--- config.mk ---
export PLATFORM = sky130hd
export DESIGN_NAME = ob_mem_reader
export DESIGN_NICKNAME = d
export VERILOG_FILES = /design/src/rtl/matrix_mult_pkg.sv /design/src/rtl/ob_mem_reader.sv
export SDC_FILE = /design/constraint.sdc
export NUM_CORES = 1
export LEC_CHECK = 0
export BUFFER_PORTS_ARGS = -buffer_cell sky130_fd_sc_hd__buf_2
export CAP_MARGIN = 20
export CELL_PAD_IN_SITES_DETAIL_PLACEMENT = 1
export CELL_PAD_IN_SITES_GLOBAL_PLACEMENT = 2
export CORE_UTILIZATION = 34
export CTS_CLUSTER_SIZE = 10
export DETAILED_ROUTE_END_ITERATION = 8
export GPL_ROUTABILITY_DRIVEN = 1
export PLACE_DENSITY = 0.9
export SLEW_MARGIN = 10
export SYNTH_ARGS = -nofsm -noshare
export SYNTH_HDL_FRONTEND = slang
export SYNTH_SLANG_ARGS = --single-unit
--- constraint.sdc ---
create_clock -name clk_i -period 3.3 [get_ports clk_i]
set_clock_uncertainty 0.15 [all_clocks]
set_input_delay 0.33 -clock clk_i [delete_from_list [all_inputs] [get_ports clk_i]]
set_output_delay 0.33 -clock clk_i [all_outputs]
set_load 0.01 [all_outputs]
--- src/rtl/matrix_mult_pkg.sv ---
// matrix_mult_pkg: shared types for the matrix-multiply output-buffer reader
package matrix_mult_pkg;
  localparam int OB_WIDTH = 8;
  localparam int OB_COL = 4;
  typedef enum logic [1:0] {IDLE, RUN, DONE} ob_rd_state_e;
  typedef logic [OB_COL-1:0][OB_WIDTH-1:0] ob_row_t;
endpackage

--- src/rtl/ob_mem_reader.sv ---
// ob_mem_reader: drains output-buffer rows to a valid/ready element stream with one-row prefetch
// Optional OB_READER_CHECKSUM_EN adds checksum_o, a running sum of accepted elements.
module ob_mem_reader
  import matrix_mult_pkg::*;
#(
  parameter int WIDTH = 8,
  parameter int COL = 4,
  parameter int O_SIZE = 256
)(
  input  logic                          clk_i,
  input  logic                          rstn_i,
  input  logic                          start_i,
  input  logic                          abort_i,
  input  logic [$clog2(O_SIZE)-1:0]     base_addr_i,
  input  logic [$clog2(O_SIZE):0]       n_rows_i,
  output logic                          ob_mem_cenb_o,
  output logic                          ob_mem_wenb_o,
  output logic [$clog2(O_SIZE)-1:0]     ob_mem_addr_o,
  input  logic [COL-1:0][WIDTH-1:0]     ob_mem_data_i,
  output logic [WIDTH-1:0]              data_o,
  output logic                          valid_o,
  input  logic                          ready_i,
  output logic                          busy_o,
  output logic                          done_o
`ifdef OB_READER_CHECKSUM_EN
  ,
  output logic [WIDTH+$clog2(O_SIZE*COL)-1:0] checksum_o
`endif
);
  localparam int AW = $clog2(O_SIZE);
  localparam int NW = AW + 1;
  localparam int IW = COL > 1 ? $clog2(COL) : 1;
  ob_rd_state_e state, state_n;
  logic [COL-1:0][WIDTH-1:0] cur, pf;
  logic cur_v, pf_v, ret;
  logic [IW-1:0] idx;
  logic [AW-1:0] base;
  logic [NW-1:0] n_rows, issued, delivered;
  logic start_ok, kill, issue, rd_pend, hs, row_end, last_hs;
  logic [AW-1:0] issue_addr;
  assign ob_mem_wenb_o = 1'b1;
  assign valid_o = cur_v;
  assign data_o = cur[idx];
  assign start_ok = state == IDLE && start_i;
  assign kill = state == RUN && abort_i;
  // a read is outstanding from request register until its data is captured
  assign rd_pend = !ob_mem_cenb_o || ret;
  assign hs = cur_v && ready_i;
  assign row_end = hs && idx == IW'(COL - 1);
  assign last_hs = row_end && delivered == n_rows - NW'(1);
  assign issue = (start_ok && n_rows_i != '0) ||
                 (state == RUN && !abort_i && issued < n_rows && !rd_pend && !pf_v);
  assign issue_addr = state == IDLE ? base_addr_i : AW'(base + issued[AW-1:0]);
  always_comb begin
    state_n = state;
    if (start_ok)
      state_n = n_rows_i != '0 ? RUN : DONE;
    else if (state == RUN && (abort_i || last_hs))
      state_n = abort_i ? IDLE : DONE;
    else if (state == DONE)
      state_n = IDLE;
  end
  always_ff @(posedge clk_i) begin
    if (!rstn_i) begin
      state <= IDLE;
      ob_mem_cenb_o <= 1'b1;
      ob_mem_addr_o <= '0;
      busy_o <= 1'b0;
      done_o <= 1'b0;
      ret <= 1'b0;
      cur <= '0;
      pf <= '0;
      cur_v <= 1'b0;
      pf_v <= 1'b0;
      idx <= '0;
      base <= '0;
      n_rows <= '0;
      issued <= '0;
      delivered <= '0;
    end else begin
      state <= state_n;
      busy_o <= state_n != IDLE;
      done_o <= state_n == DONE;
      ob_mem_cenb_o <= !issue;
      if (issue) ob_mem_addr_o <= issue_addr;
      ret <= !ob_mem_cenb_o && !kill;
      if (start_ok) begin
        base <= base_addr_i;
        n_rows <= n_rows_i;
        issued <= NW'(n_rows_i != '0);
        delivered <= '0;
      end else if (kill) begin
        issued <= '0;
        delivered <= '0;
      end else begin
        if (issue) issued <= issued + NW'(1);
        if (row_end) delivered <= delivered + NW'(1);
      end
      if (kill || start_ok) begin
        cur_v <= 1'b0;
        pf_v <= 1'b0;
        idx <= '0;
      end else begin
        if (hs) idx <= row_end ? '0 : idx + IW'(1);
        if (row_end) begin
          cur_v <= pf_v;
          pf_v <= 1'b0;
          if (pf_v) cur <= pf;
        end
        // returning row goes straight to cur when cur is free at this edge
        if (ret) begin
          if (!cur_v || (row_end && !pf_v)) begin
            cur <= ob_mem_data_i;
            cur_v <= 1'b1;
          end else begin
            pf <= ob_mem_data_i;
            pf_v <= 1'b1;
          end
        end
      end
    end
  end
`ifdef OB_READER_CHECKSUM_EN
  always_ff @(posedge clk_i) begin
    if (!rstn_i || start_ok)
      checksum_o <= '0;
    else if (hs && !kill)
      checksum_o <= checksum_o + {{$clog2(O_SIZE*COL){1'b0}}, data_o};
  end
`endif
endmodule

# Word-level counts from Yosys, hierarchy flattened
# Index checks and enable logic that the tools add are counted.
# word_totals
reg_bits	117
input_bits	54
out_inout_bits	21
elab_cells	91
# classes
n_addsub	5
order_cmp	2
n_eq_ne	5
mux	22
n_bitwise	3
reduce_logical	32
# op_table
op	count
two-way mux 32 bit	4
adder 9 x 1 -> 9 bit, second input constant	2
binary-select mux 8 bit (select 2 bit)	1
two-way mux 8 bit	2
logical AND 1 bit	13
two-way mux 2 bit	6
== test 9 bit	1
< comparator 9 bit	1
two-way mux 1 bit	9
nonzero test 9 bit	1
subtractor 9 x 1 -> 9 bit, second input constant	1
adder 8 bit	1
zero test 1 bit	7
== test 2 bit, second input constant	3
logical OR 1 bit	5
< comparator 2 x 3 -> 1 bit, second input constant	1
NOT 1 bit	3
AND reduction 3 bit	1
nonzero test 3 bit	1
OR reduction 3 bit	1
adder 2 x 1 -> 2 bit, second input constant	1
== test 2 x 1 -> 1 bit, second input constant	1
zero test 2 bit	1
nonzero test 2 bit	1
OR reduction 2 bit	1

# Depth between registers and ports, before layout
# logic_depth
ltp_word	9
mapped_depth	11
mapped_depth_nobuf	9

# Worst setup path after synthesis
# No wires, ideal clock.
# synth_timing
kind	register to register
start	reg n_rows[4]
end	reg issued[5]
setup_time_ns	0.070
arrival_time_ns	2.174
required_time_ns	3.080
path_slack_ns	0.905
path_stages_with_launch	9
n_path_buf	0
synth_period_minus_slack_ns	2.395
path_cell_list	dfxtp_1 -> inv_1 -> ha_1 -> a21oi_1 -> o21ai_0 -> a221oi_4 -> nor2_4 -> or4_1 -> a21oi_1
# synth_via
elab_chain_cells	5
# synth_rtl
element	line_no	rtl
start: declaration	ob_mem_reader.sv:38	logic [NW-1:0] n_rows, issued, delivered;
start signal: assignment	ob_mem_reader.sv:89	n_rows <= n_rows_i;
< comparator 9 bit	ob_mem_reader.sv:52	(state == RUN && !abort_i && issued < n_rows && !rd_pend && !pf_v);
logical AND 1 bit (3 in series)	ob_mem_reader.sv:52	
logical OR 1 bit	ob_mem_reader.sv:51	assign issue = (start_ok && n_rows_i != '0) ||
end signal: assignment	ob_mem_reader.sv:90	issued <= NW'(n_rows_i != '0);
end signal: assignment	ob_mem_reader.sv:96	if (issue) issued <= issued + NW'(1);
end: declaration	ob_mem_reader.sv:38	
# Every way passes these cells.
# A chain may end at the register's enable or synchronous reset.

# Final worst setup path
# Ends and elaborated chain as after synthesis.

==> results.cfg <==
[run_status]
status = completed

[yosys]
synth_cell_type_count = 56
synth_seq_cells = 117
synth_edf_count = 0
syn_inst = 681
syn_avg_cell_area_um2 = 8.170
ys_warn_count = 0
yosysSeqAreaShare_pct = 42.10
postSynth.asyncResetShare_pct = 0
syn_area_um2 = 5564
synth_nets = 755
synth_ff_type = dfxtp_1

[critical_path]
critPathMaxFanout = 9
path_class = register to register
crit_required_ps = 3480
reg2reg_depth = 8
arrival_ps = 2970
end_kind = register
setup.worst_path.start_class = register
ff2ff_setup_slack_ps = 510

[floorplan]
initial_core_util_pct = 34.90
die-area_um2 = 16880
std_cell_rows = 46
pin_count = 75
die_y_um = 129.9
core_area_um2 = 15940
die_x_um = 129.9

[finish]
diodes = 0
layout-drive-gt1-share_pct = 17.78
final_common_cell = nand2_1
multi_input_area_um2 = 2945
fill_cells = 1943
fin_nets = 826
postLayoutCoreUtil_pct = 42.76
regArea_um2 = 2342
layout_common_cells = nand2_1, dfxtp_1, a21oi_1
area_growth_pct = 22.51

[routing]
drt-initial-drc-count = 257
wl_um = 16900
ant_nets = 0
routed_via_density = 5.335
drcViolationCount = 0
num_vias = 5234
wire_per_inst_um = 17.23
first_pass_iters = 4

[sta]
relSlewSlack_pct = 45.79
maxSlewViolCount = 0
setup_viol = 0
rsz0062_at_grt = no
fin_crit_sh_pct = 84.49
fin_tns_setup_ps = 0
finalCriticalPeriod_ps = 2788
holdWs_ps = 13.21
finalHoldViolations = 0
worst_pin_slew_ps = 811.2
fmax_mhz = 358.7

[clock_network]
numCtsBuffers = 17
post_cts_buffers = 0
cts_tree = yes
cts_buffer_depth = 2
cts-htree-levels = 4
clock_sinks = 117
clkLatencyLatePin_ps = 420
cts.clk_slew.worst_paths_ps = 60
cts_root_buf = clkbuf_16

[job]
cap_violations = 0

[hold_path]
worstHoldPathType = input pin to register
worstHoldPathCells = 3

[global_route]
grt_pass1_vias = 5535
antenna_found_initial = 0
grt_max_degree = 60
gr-total-overflow = 0
grt_pass1_wl_um = 27950
grt_usage_pct = 21.50

[power_and_ir_drop]
ir_worst_vdd_mv = 0.3742
p_per_area_nw_per_um2 = 537.7
p_leak_nw = 2.697

[placement]
dp_hpwl_um = 11550
numPortBuffers = 73
routabilityCongestion = 0.8082
==> final timing paths <==
check | start | end
max | n_rows[4]$_SDFFE_PN0P_ | issued[5]$_SDFFE_PP0P_
min | ob_mem_data_i[25] | pf[25]$_SDFFE_PN0P_
max reg2reg | n_rows[4]$_SDFFE_PN0P_ | issued[5]$_SDFFE_PP0P_
min reg2reg | pf[25]$_SDFFE_PN0P_ | pf[25]$_SDFFE_PN0P_
==> cells by family after synthesis <==
logic type      synth area share (%)
mux                            4.138
flops                          42.10
simple gates                   17.90
buf+inv                        5.082
compound gates                 21.83
other cells                  0.06740
fa+ha+maj                      4.632
xor+xnor                       4.250
==> metal layers <==
metal	up-vias	GRT usage [%]	share of wire (%)
met1	2556	24.73	44
met5	-	0	0
met2	116	38.69	51
li1	2534	-	-
met3	28	4.346	3.1
met4	0	9.029	1.9
==> per-stage QoR <==
step	area (um^2)	setup WS (ps)	cells	total power [W]
after floorplan	5564	905.4	681	0.001749
after global placement	6088	767.0	934	0.001867
after detailed placement	6088	595.9	934	0.001886
after CTS	6797	515.3	980	0.003691
after global routing	6817	345.3	981	0.003810
final	6817	511.9	981	0.003665
==> worst max-delay path, cell delays in order (launching register included) <==
cell and delay [ps]:
dfxtp_1 470, inv_1 80, ha_1 330, a21oi_1 180, o21ai_0 190, a221oi_4 510, nor2_4 110, or4_1 520
a21oi_1 160
==> Yosys cell counts, types with 5 or more instances <==
cell type  count  area [um^2]
mux4_2         8        180.2
nand2_1      140        525.5
ha_1          19        237.7
dfxtp_1      117         2342
nand3_1        9        45.04
o21ai_0       48        240.2
mux2i_1        5        50.05
nor2_1        26        97.59
o22ai_1       31        193.9
inv_1         19        71.32
clkbuf_1      37        138.9
a21oi_1      105        525.5
nor3_1         9        45.04
xor2_1        17        148.9
xnor2_1       10        87.58
==> registers in the layout (all words and copies together), names as in the netlist, 2 cells and up <==
| name | flops |
|---|---|
| ob_mem_addr_o | 8 |
| pf | 32 |
| idx | 2 |
| state | 2 |
| n_rows | 9 |
| cur | 32 |
| base | 8 |
| issued | 9 |
| delivered | 9 |
==> where the power goes <==
group | switching [W] | total, W | internal [W]
Combinational | 0.000225 | 0.000371 | 0.000146
Sequential | 0.0000432 | 0.00150 | 0.00146
Clock | 0.000739 | 0.00179 | 0.00105
Total | 0.00101 | 0.00367 | 0.00266
==> final cells by class <==
cell class                 count  share of cell area [%]
timing repair buffer         100                   9.031
sequential                   117                   34.36
tap                          216                   3.965
clock buffer                  17                   6.241
multi-input combinational    496                   43.21
clock inverter                15                   2.093
inverter                      20                   1.101
==> repair_timing <==
action	in CTS	in global routing
hold buffers	14	0
endpoints found under the hold margin	14	0
resized for setup	0	0
Power figures use the tool's default switching activity.
